==> config.mk <==
export PLATFORM = sky130hd
export DESIGN_NAME = mips_muldiv_seq
export DESIGN_NICKNAME = d
export VERILOG_FILES = /design/src/rtl/mips_muldiv_pkg.sv /design/src/rtl/mips_muldiv_seq_engine.sv /design/src/rtl/mips_muldiv_seq.sv
export SDC_FILE = /design/constraint.sdc
export NUM_CORES = 1
export LEC_CHECK = 0
export CORE_ASPECT_RATIO = 1.2
export CORE_MARGIN = 2
export CORE_UTILIZATION = 63
export DETAILED_ROUTE_END_ITERATION = 8
export MAX_ROUTING_LAYER = met4
export PLACE_DENSITY = 0.88
export SETUP_SLACK_MARGIN = 0.15
export SLEW_MARGIN = 20
export SYNTH_ARGS = -nofsm -noshare
export SYNTH_HDL_FRONTEND = slang
export SYNTH_SLANG_ARGS = --single-unit
==> constraint.sdc <==
create_clock -name clk -period 5.2 [get_ports clk]
set_input_delay 1.3 -clock clk [delete_from_list [all_inputs] [get_ports clk]]
set_output_delay 1.3 -clock clk [all_outputs]
set_load 0.05 [all_outputs]
==> src/rtl/mips_muldiv_pkg.sv <==
// Shared types and constants for the MIPS HI/LO multiply/divide sequencer.
//   muldiv_op_e    : operation select, same encoding as funct[1:0]
//   muldiv_state_e : sequencer states
//   DIV0_LO_BIT    : fill bit for LO on divide by zero (LO = all ones)
package mips_muldiv_pkg;

    typedef enum logic [1:0] {
        OP_MULT  = 2'b00,
        OP_MULTU = 2'b01,
        OP_DIV   = 2'b10,
        OP_DIVU  = 2'b11
    } muldiv_op_e;

    typedef enum logic [1:0] {
        ST_IDLE = 2'b00,
        ST_MUL  = 2'b01,
        ST_DIV  = 2'b10,
        ST_FIX  = 2'b11
    } muldiv_state_e;

    localparam logic DIV0_LO_BIT = 1'b1;

    // Signed variants are the even funct codes (MULT, DIV).
    function automatic logic op_is_signed(input muldiv_op_e op);
        return (op == OP_MULT) || (op == OP_DIV);
    endfunction

endpackage

==> src/rtl/mips_muldiv_seq_engine.sv <==
// muldiv_engine: unsigned magnitude datapath for the HI/LO sequencer.
// Radix-2 shift-add multiply and radix-2 restoring divide sharing one
// 2*WIDTH accumulator: the upper half is the running product / partial
// remainder, the lower half the multiplier / dividend-turned-quotient.
// With MULDIV_FAST_MUL_EN defined a multiply step produces the whole product.
// Ports:
//   clk, reset, clock_enable : clock, sync active-high reset, global hold
//   load   : capture operands (a_mag, b_mag) and mode (is_div)
//   step   : perform one iteration
//   is_div : 1 = divide, 0 = multiply (sampled with load)
//   a_mag, b_mag : unsigned operand magnitudes
//   acc    : accumulator ({product} or {remainder, quotient})
module muldiv_engine
    import mips_muldiv_pkg::*;
#(
    parameter int unsigned WIDTH = 32
) (
    input  logic                 clk,
    input  logic                 reset,
    input  logic                 clock_enable,
    input  logic                 load,
    input  logic                 step,
    input  logic                 is_div,
    input  logic [WIDTH-1:0]     a_mag,
    input  logic [WIDTH-1:0]     b_mag,
    output logic [2*WIDTH-1:0]   acc
);

    localparam int unsigned AW = 2 * WIDTH;
    localparam int unsigned RW = WIDTH + 1;

    logic [WIDTH-1:0] operand;   // multiplicand or divisor
    logic             div_mode;

    logic [AW-1:0]    mul_next;
    logic [AW-1:0]    div_next;
    logic [RW-1:0]    rem_shift;
    logic [RW-1:0]    rem_diff;
    logic             q_bit;

`ifdef MULDIV_FAST_MUL_EN
    // Single-cycle product of multiplicand and multiplier (low half).
    assign mul_next = AW'(operand) * AW'(acc[WIDTH-1:0]);
`else
    logic [RW-1:0]    mul_sum;

    // Add multiplicand when the current multiplier bit is set, then shift right.
    assign mul_sum  = {1'b0, acc[AW-1:WIDTH]} + (acc[0] ? {1'b0, operand} : RW'(0));
    assign mul_next = {mul_sum, acc[WIDTH-1:1]};
`endif

    // Restoring step: shift next dividend bit in, keep the difference if non-negative.
    assign rem_shift = {acc[AW-1:WIDTH], acc[WIDTH-1]};
    assign rem_diff  = rem_shift - {1'b0, operand};
    assign q_bit     = ~rem_diff[WIDTH];
    assign div_next  = {(q_bit ? rem_diff[WIDTH-1:0] : rem_shift[WIDTH-1:0]),
                        acc[WIDTH-2:0], q_bit};

    // Accumulator and operand registers.
    always_ff @(posedge clk) begin
        if (reset) begin
            acc      <= '0;
            operand  <= '0;
            div_mode <= 1'b0;
        end else if (clock_enable) begin
            if (load) begin
                acc      <= is_div ? {WIDTH'(0), a_mag} : {WIDTH'(0), b_mag};
                operand  <= is_div ? b_mag : a_mag;
                div_mode <= is_div;
            end else if (step) begin
                acc      <= div_mode ? div_next : mul_next;
            end
        end
    end

endmodule

==> src/rtl/mips_muldiv_seq.sv <==
// mips_muldiv_seq: iterative MULT/MULTU/DIV/DIVU sequencer owning HI/LO.
// Optional feature macro: MULDIV_FAST_MUL_EN (single-cycle multiply step).
// Ports:
//   clk, reset, clock_enable : clock, sync active-high reset, global hold
//   start, op, op_a, op_b    : operation request (sampled only in IDLE)
//   mthi, mtlo, mt_data      : HI/LO moves; abort an operation in flight
//   mf_req                   : decode stage is executing MFHI/MFLO
//   hi, lo                   : architectural HI/LO
//   busy                     : operation in flight
//   done                     : one-cycle pulse after HI/LO are updated
//   stall                    : combinational mf_req && busy
module mips_muldiv_seq
    import mips_muldiv_pkg::*;
#(
    parameter int unsigned WIDTH = 32
) (
    input  logic              clk,
    input  logic              reset,
    input  logic              clock_enable,
    input  logic              start,
    input  logic [1:0]        op,
    input  logic [WIDTH-1:0]  op_a,
    input  logic [WIDTH-1:0]  op_b,
    input  logic              mthi,
    input  logic              mtlo,
    input  logic [WIDTH-1:0]  mt_data,
    input  logic              mf_req,
    output logic [WIDTH-1:0]  hi,
    output logic [WIDTH-1:0]  lo,
    output logic              busy,
    output logic              done,
    output logic              stall
);

    localparam int unsigned CNT_W = (WIDTH > 1) ? $clog2(WIDTH) : 1;
    localparam int unsigned AW    = 2 * WIDTH;

    muldiv_state_e    state, state_next;
    logic [CNT_W-1:0] counter;
    logic             res_neg;      // product/quotient needs negation
    logic             rem_neg;      // remainder takes dividend sign
    logic             div_zero;
    logic             is_div_q;

    logic             load, step, write_res, mt_any;
    logic             op_signed, a_neg, b_neg;
    logic [WIDTH-1:0] a_mag, b_mag;
    logic [AW-1:0]    acc, prod;
    logic [WIDTH-1:0] quot, rem, res_hi, res_lo;

    assign mt_any    = mthi | mtlo;
    assign op_signed = op_is_signed(muldiv_op_e'(op));
    assign a_neg     = op_signed & op_a[WIDTH-1];
    assign b_neg     = op_signed & op_b[WIDTH-1];
    assign a_mag     = a_neg ? -op_a : op_a;
    assign b_mag     = b_neg ? -op_b : op_b;

    assign busy  = (state != ST_IDLE);
    assign stall = mf_req && busy;

    muldiv_engine #(.WIDTH(WIDTH)) u_engine (
        .clk          (clk),
        .reset        (reset),
        .clock_enable (clock_enable),
        .load         (load),
        .step         (step),
        .is_div       (op[1]),
        .a_mag        (a_mag),
        .b_mag        (b_mag),
        .acc          (acc)
    );

    // Sign fix-up of the magnitude result.
    assign prod   = res_neg ? -acc : acc;
    assign quot   = acc[WIDTH-1:0];
    assign rem    = acc[AW-1:WIDTH];
    assign res_hi = is_div_q ? (rem_neg ? -rem : rem) : prod[AW-1:WIDTH];
    assign res_lo = is_div_q ? (div_zero ? {WIDTH{DIV0_LO_BIT}} : (res_neg ? -quot : quot))
                             : prod[WIDTH-1:0];

    // State register.
    always_ff @(posedge clk) begin
        if (reset) begin
            state <= ST_IDLE;
        end else if (clock_enable) begin
            state <= state_next;
        end
    end

    // Next state and control; any MT move pre-empts start or aborts the operation.
    always_comb begin
        state_next = state;
        load       = 1'b0;
        step       = 1'b0;
        write_res  = 1'b0;
        case (state)
            ST_IDLE: begin
                if (start && !mt_any) begin
                    load       = 1'b1;
                    state_next = op[1] ? ST_DIV : ST_MUL;
                end
            end
            ST_MUL: begin
                if (mt_any) begin
                    state_next = ST_IDLE;
                end else begin
                    step = 1'b1;
`ifdef MULDIV_FAST_MUL_EN
                    state_next = ST_FIX;
`else
                    if (counter == '0) state_next = ST_FIX;
`endif
                end
            end
            ST_DIV: begin
                if (mt_any) begin
                    state_next = ST_IDLE;
                end else begin
                    step = 1'b1;
                    if (counter == '0) state_next = ST_FIX;
                end
            end
            ST_FIX: begin
                state_next = ST_IDLE;
                if (!mt_any) write_res = 1'b1;
            end
            default: state_next = ST_IDLE;
        endcase
    end

    // Counter, sign flags, HI/LO and done.
    always_ff @(posedge clk) begin
        if (reset) begin
            counter  <= '0;
            res_neg  <= 1'b0;
            rem_neg  <= 1'b0;
            div_zero <= 1'b0;
            is_div_q <= 1'b0;
            hi       <= '0;
            lo       <= '0;
            done     <= 1'b0;
        end else if (clock_enable) begin
            done <= write_res;
            if (load) begin
                counter  <= CNT_W'(WIDTH - 1);
                res_neg  <= a_neg ^ b_neg;
                rem_neg  <= a_neg;
                div_zero <= (op_b == '0);
                is_div_q <= op[1];
            end else if (step && counter != '0) begin
                counter  <= counter - CNT_W'(1);
            end
            if (write_res) begin
                hi <= res_hi;
                lo <= res_lo;
            end
            if (mthi) hi <= mt_data;
            if (mtlo) lo <= mt_data;
        end
    end

endmodule

# Yosys cells after proc, flatten, opt, wreduce, memory -nomap -nowiden
# Index checks and enable logic that the tools add are counted.
# classes
addsub	8
n_eq_ne	6
n_mux	31
n_bitwise	5
n_reduce_logical	22
# ops
operator	count
$mux 32	15
$mux 64	4
$neg 32->32	4
$neg 64->64	1
$add 32x33->33	1
$sub 33x32->33	1
$logic_not 32->1	1
$mux 5	2
$reduce_and 2->1	5
$reduce_bool 2->1	5
$mux 2	4
$eq 2x2->1 const B	3
$pmux 2 s3	1
$logic_not 5->1	1
$mux 1	5
$reduce_bool 5->1	1
$sub 5x1->5 const B	1
$logic_not 2->1	2
$logic_and 1x1->1	3
$ne 3x1->1 const B	1
$reduce_and 3->1	1
$and 1x1->1	2
$eq 2x1->1 const B	1
$ne 2x2->1 const B	1
6 further kinds	6
# word_totals
register_bits	172
input_bits	105
out_inout_bits	67
word_cells	83

# Longest topological paths before layout
# Gate-level depths: netlist (run 1).
# logic_depth
word_depth	7
depth_mapped	14
depth_no_buf	13

# Modules after synthesis
# A second synthesis (run 1) with hierarchy kept.
# unflattened
cells_unflattened	2008
hier_area_um2	15457.3
# modules_own_cells
mod	instances	cells_each	area_each_um2	seq_area_each_um2
muldiv_engine	1	1133	8878.5	1941.9
mips_muldiv_seq	1	875	6578.8	1521.5

# Worst setup path before layout (run 1)
# No wires, ideal clock.
# synth_timing
kind	input to register
from	input port op_a[20]
to	register u_engine.operand[30]
setup_ns	0.116
arrival_time_ns	3.492
required_ns	5.084
setup_slack_ns	1.592
stages	8
n_path_buf	0
cell_sequence	or3_1 > or3_4 > or4_4 > or4_4 > o21ai_1 > xor2_1 > o22ai_1 > a31o_1
# synth_via
elab_chain_len	3
# synth_rtl
item	line	rtl
from (decl)	mips_muldiv_seq.sv:22	input logic [WIDTH-1:0] op_a,
$neg 32->32	mips_muldiv_seq.sv:55	assign a_mag = a_neg ? -op_a : op_a;
$mux 32	mips_muldiv_seq.sv:55	
$mux 32	mips_muldiv_seq_engine.sv:68	operand <= is_div ? b_mag : a_mag;
to (signal assigned)	mips_muldiv_seq_engine.sv:68	
to (decl)	mips_muldiv_seq_engine.sv:32	logic [WIDTH-1:0] operand;
# No other way between the ends.
# A chain may end at the register's enable or synchronous reset.

# Worst setup path in the final report (run 1)
# layout_timing
from	register u_engine.acc[31]
to	register u_engine.acc[33]
# layout_via
elab_chain_len	5
# layout_rtl
item	line	rtl
from (decl)	mips_muldiv_seq_engine.sv:26	output logic [2*WIDTH-1:0] acc
from (signal assigned)	mips_muldiv_seq_engine.sv:67	acc <= is_div ? {WIDTH'(0), a_mag} : {WIDTH'(0), b_mag};
from (signal assigned)	mips_muldiv_seq_engine.sv:71	acc <= div_mode ? div_next : mul_next;
$sub 33x32->33	mips_muldiv_seq_engine.sv:54	assign rem_diff = rem_shift - {1'b0, operand};
$mux 32	mips_muldiv_seq_engine.sv:56	assign div_next = {(q_bit ? rem_diff[WIDTH-1:0] : rem_shift[WIDTH-1:0]),
$mux 64	mips_muldiv_seq_engine.sv:71	
$mux 64	mips_muldiv_seq_engine.sv:70	end else if (step) begin
$mux 64	mips_muldiv_seq_engine.sv:66	if (load) begin
# No other way between the ends. The select of a mux whose other input is x is not followed.

==> run metrics, run 1 <==
status completed; Seq/Total Area, Yosys approximately 23%; CTS HTree Levels 4; critical path's top delay family compound AO/OA/AOI/OAI gates; vias per cell ~6.8; die area ~25000 µm²; CTS max path bufs 2; post-layout total power 4.07 mW; worst r2r src u_engine.acc[31]; Setup Buffers After CTS 0; Mapped Area between 10000 and 15000 µm²; FF+latch count, synth 172; Comb power frac between 20% and 30%; Leak Pwr about 6.8 nW; most numerous cell in the Yosys netlist nor2_1; DRC errors left 0; RSZ-0062 raised after global routing false; synth cell count leaders nor2_1 (233), a21oi_1 (208), nand2_1 (183); worst-path fanout max 51; setup TNS 0 ps; post-route ant nets 0; worst setup path start u_engine.acc[31]; I/O pin total 172; Final period util between 80% and 90%; Final HPWL DP 41900 µm; top-area cell type share of the netlist area 23.0%; Die Wd between 100 and 150 µm; drt wl/cell approximately 22 µm; Internal approximately 2.6 mW; Worst Setup EP u_engine.acc[33]; P_sw ~1.5 mW; startpoint types flip-flop; distinct cell type count after synthesis 83; via count approximately 17000; Final Max Slew Viols 0; Hold Fails Final Rpt 0; initial antenna violation count 3; largest net degree at the start of global routing between 70 and 80; first drt pass iteration count 6; switch share 36.6%; Crit path top cell by count a211o_1; Clock Skews approximately 14 ps; Area growth, synth to finish 16.7%; Crit Path Category flip-flop to flip-flop; hold_buf cts 0; post-cts sizing count 0; most common flop cell mapped by yosys dfxtp_1; row count about 60; Filler cells 1784; Tmin final 4280 ps; Iteration-0 DRC Markers 2049; Slowest cell on crit path buf_4; Cells after DPL between 2000 and 2500; Mean Syn Cell Area between 7 and 8 µm²; cells on worst reg2reg path 13; max-cap violation count 0; f_max 233 MHz; vias in the first global route 15500; Setup Slack @ Placement 750 ps; asr flop ratio synth 0%; clk root buf clkbuf_16; Slew headroom 25.2%; Worst-path clk slew around 80 ps; Die Ht around 170 µm; total track usage between 40 and 50%; clock tree sinks about 170; clock share of power between 30% and 40%; CTS tree done; Max stage delay on crit path ~500 ps; total wire length approximately 56000 µm; Worst Hold Depth 2; Initial Utilization roughly 64%; worst skew pair latency 450 ps; Critical Path Stages 13; data required time at the worst endpoint 5570 ps; grt total ovfl 0; number of synthesized flops with an enable pin 0; Core Util, Final between 70% and 80%; Final Non-Filler Cells 2486; Setup WS post-layout a little over 900 ps; sequential power share 35.2%; final setup vio count 0; core area roughly 23000 µm²; R2R Path End u_engine.acc[33]; dominant cells by area after synthesis dfxtp_1 (23%), a21oi_1 (6.9%), ha_1 (6.0%); CTS buffer count 17; yosys synthesis warning count 0; crit path buf inv count 2; post-synth top area cell dfxtp_1; Power per Cell Area ~230 nW/µm²; global-route wire length before repair 84500 µm; fraction of layout cells with a size suffix above 1 under 10%; Tightest Pin Transition around 1100 ps; CP Cell Sequence inv_1 -> ha_1 -> fa_1 -> nand2b_1 -> a21o_1 -> a211oi_1 -> o21ai_0 -> a211o_1 -> o211ai_1 -> buf_4 -> mux2_2 -> a211o_1 -> a21oi_1; r2r setup slk 920 ps; hold crit path type flip-flop to flip-flop; CP arrival ~4700 ps; nets 2334; Mapped Cells roughly 2100; Setup crit end kind flip-flop; net count after synthesis approximately 2200; gpl congestion roughly 1; Worst VDD drop 250 µV; Port Buffers 171
==> routing by layer <==
metal	up-vias	wire length (µm)	GRT usage [%]
met2	1055	25500	69.7
met5	-	0	-
met3	236	5470	8.20
li1	7710	-	-
met1	7933	21000	53.3
met4	0	3760	25.2
==> placed cells by master (no fill, tap or decap), types with 44 or more instances in the layout <==
cell and instances:
xnor2_1 79, inv_1 101, dfxtp_1 171, clkdlybuf4s50_1 169
o211ai_1 44, nand2_1 183, xor2_1 93, o21ai_0 158
mux2i_1 57, nor2_1 231, a21oi_1 206, ha_1 72
==> cell type report <==
type | count | area (µm²) | area share, %
multi-input cells | 1662 | 10700 | 61.1
flip-flops and latches | 172 | 3440 | 19.7
repair buffers | 200 | 1920 | 11.0
clock buffers | 17 | 425 | 2.43
well taps | 315 | 394 | 2.25
inverters | 102 | 383 | 2.19
clock inverters | 15 | 223 | 1.27
diodes | 3 | 7.51 | 0.0429
==> through the flow <==
stage	hold slack, ps	cell area (µm²)
6_report	462	17500
2_1_floorplan	432	15000
3_5_place_dp	446	16800
5_1_grt	476	17500
3_3_place_gp	430	16800
4_1_cts	456	17500
==> tightest hold or removal path, delay by kind of cell, from the launching register on <==
| kind | cells | cell delay (ps) |
|---|---|---|
| compound gates | 1 | 50 |
| simple gates | 1 | 50 |
| flops | 1 | 310 |
==> how the worst min path moves through the flow <==
stage,from,to,slack [ps]
floorplan,u_engine.operand[15],u_engine.operand[15],430
global placement,hi[20],hi[20],430
detailed placement,u_engine.operand[7],u_engine.operand[7],450
CTS,u_engine.operand[7],u_engine.operand[7],460
global route,u_engine.operand[21],u_engine.operand[21],480
finish,u_engine.operand[7],u_engine.operand[7],460
==> kinds of logic (layout without fill, tap and decap cells) <==
logic type | Yosys count | in the layout | synth area share [%]
AOI/OAI and AO/OA | 696 | 696 | 29.7
and+or+nand+nor | 658 | 658 | 20.8
muxes | 62 | 62 | 4.18
DFF | 172 | 172 | 23.0
adders and majority gates | 74 | 74 | 6.28
buffers and inverters | 236 | 334 | 6.01
other | 0 | 3 | 0
xor gates and xnor gates | 172 | 172 | 10.1
==> registers in the layout (all words and copies together), names as in the netlist <==
name,flops
u_engine.operand,32
state,2
hi,32
u_engine.div_mode,1
done,1
div_zero,1
res_neg,1
u_engine.acc,64
rem_neg,1
lo,32
counter,5
==> power by group through the flow <==
stage	Clock, mW	Combinational (mW)	Sequential [mW]
finish	1.43	1.21	1.43
global placement	0	1.13	1.46
floorplan	0	0.694	1.52
detailed placement	0	1.15	1.46
global route	1.47	1.28	1.44
CTS	1.42	1.17	1.43
Power figures use the tool's default switching activity.
==> run 2, diff against run 1 <==
CORE_UTILIZATION = 58   (was 63)
PLACE_DENSITY = 0.82   (was 0.88)
clock period = 4.23 ns   (was 5.2 ns; I/O delays follow)
==> run 2 against run 1 <==
  * Power up 20%
  * Core utilization down 5.4 points
  * Wire length increased by 3.5%
  * Combinational power grew 26%
  * Via count fell by 0.47%
  * Sequential share of layout area is 0.29 points lower
  * Die area is 8.4% higher
  * First-iteration DRC count shrank 12%
  * Clock-buffer cell count did not move
  * Maximum frequency rose by 12%
  * Sequential cell count stayed put
  * Non-clock buffer count grew 37
  * Largest power group unchanged
==> run metrics, run 2 (synthesized netlist as in run 1, its figures left out) <==
Worst VDD drop about 230 µV; Tightest Pin Transition about 940 ps; most common cell after layout, fill and taps aside nor2_1; Iteration-0 DRC Markers approximately 1800; worst-path fanout max 23; drt wl/cell around 23 µm; gpl congestion slightly above 1; total wire length between 50000 and 60000 µm; Core Util, Final a little over two thirds; final instance area 17700 µm²; total track usage 42.9%; most frequent cells in the layout nor2_1 (231), a21oi_1 (206), nand2_1 (183); startpoint types flip-flop; row count 64; Power per Cell Area ~280 nW/µm²; Final Max Slew Viols 0; initial antenna violation count 0; Setup crit end kind flip-flop; worst skew pair latency around 460 ps; post-layout total power 4.91 mW; global-route wire length before repair about 90000 µm; CTS buffer count 17; setup TNS 0 ps; Tmin final 3820 ps; Die Ht between 150 and 200 µm; via count roughly 17000; nets roughly 2400; Final HPWL DP 44100 µm; first drt pass iteration count 9; max-cap violation count 0; CTS HTree Levels 4; clock tree sinks around 170; I/O pin total 172; hold crit path type flip-flop to flip-flop; status completed; Worst-path clk slew roughly 80 ps; CTS max path bufs 2; Largest Register u_engine.acc; DRC errors left 0; RSZ-0062 raised after global routing false; hold_buf cts 0; CTS tree done; # diodes 0; Setup Buffers After CTS 0; post-route ant nets 0; fraction of layout cells with a size suffix above 1 under 10%; final setup vio count 0; Initial Utilization around three fifths; Final period util about nine tenths; Fin Hold WS ~450 ps; die area between 20000 and 30000 µm²; vias per cell between 6 and 7; f_max 262 MHz; vias in the first global route roughly 16000; data required time at the worst endpoint ~4600 ps; grt total ovfl 0; placed inst area around 17000 µm²; Die Wd between 150 and 200 µm; Leak Pwr 7.00 nW; Clock Skews around 25 ps; CP arrival between 4000 and 5000 ps; Hold Fails Final Rpt 0; Slew headroom around 37%; Area growth, synth to finish 18.4%; post-cts sizing count 0; core area around 25000 µm²; Port Buffers around 170; number of flip-flops in the largest register 64; Filler cells about 2200; largest net degree at the start of global routing between 70 and 80; clk root buf clkbuf_16; Crit Path Category flip-flop to flip-flop
-- run 2: path summary, 6_finish.rpt --
kind	start	endpoint	slack (ps)	cells past startpoint
worst max-delay path	u_engine.acc[31]	u_engine.acc[33]	410	13
worst min-delay path	hi[5]	hi[5]	450	2
worst max register to register	u_engine.acc[31]	u_engine.acc[33]	410	13
worst min register to register	hi[5]	hi[5]	450	2
-- run 2: per-stage QoR --
stage | worst slack, ps | std cells
6_report | 412 | 2535
5_1_grt | 199 | 2535
4_1_cts | 446 | 2535
3_5_place_dp | 220 | 2503
3_3_place_gp | 267 | 2503
2_1_floorplan | 865 | 2070
-- run 2: worst max-delay path, cell delays in order (launching register included) --
cell and delay (ps):
dfxtp_1 410, inv_1 100, ha_1 230, fa_1 400, nand2b_1 180, a21o_1 220, a211oi_1 380, o21ai_0 270
a211o_1 340, o211ai_1 190, buf_12 230, mux2_2 350, a211o_1 290, a21oi_1 140
-- run 2: area by class of cell --
type	count	area (µm²)	share of cell area (%)
Clock buffer	17	425	2.40
Inverter	102	383	2.16
Clock inverter	15	171	0.966
Sequential cell	172	3440	19.4
Timing Repair Buffer	237	2240	12.6
Tap cell	330	413	2.33
Multi-Input combinational cell	1662	10700	60.1
-- run 2: layer usage --
metal / GRT usage [%] / part of all wire [%] / up-vias
li1: - / - / 7774
met1: 50.8 / 38 / 7885
met2: 68.9 / 47 / 964
met3: 6.38 / 8.6 / 231
met4: 24.8 / 6.6 / 0
met5: - / 0 / -
-- run 2: where the power goes --
part | internal [mW] | switching [mW] | leakage [nW] | total, mW
combinational | 0.561 | 0.971 | 5.32 | 1.53
sequential | 1.68 | 0.0740 | 1.40 | 1.76
clock | 0.794 | 0.821 | 0.288 | 1.62
total | 3.04 | 1.87 | 7.00 | 4.91
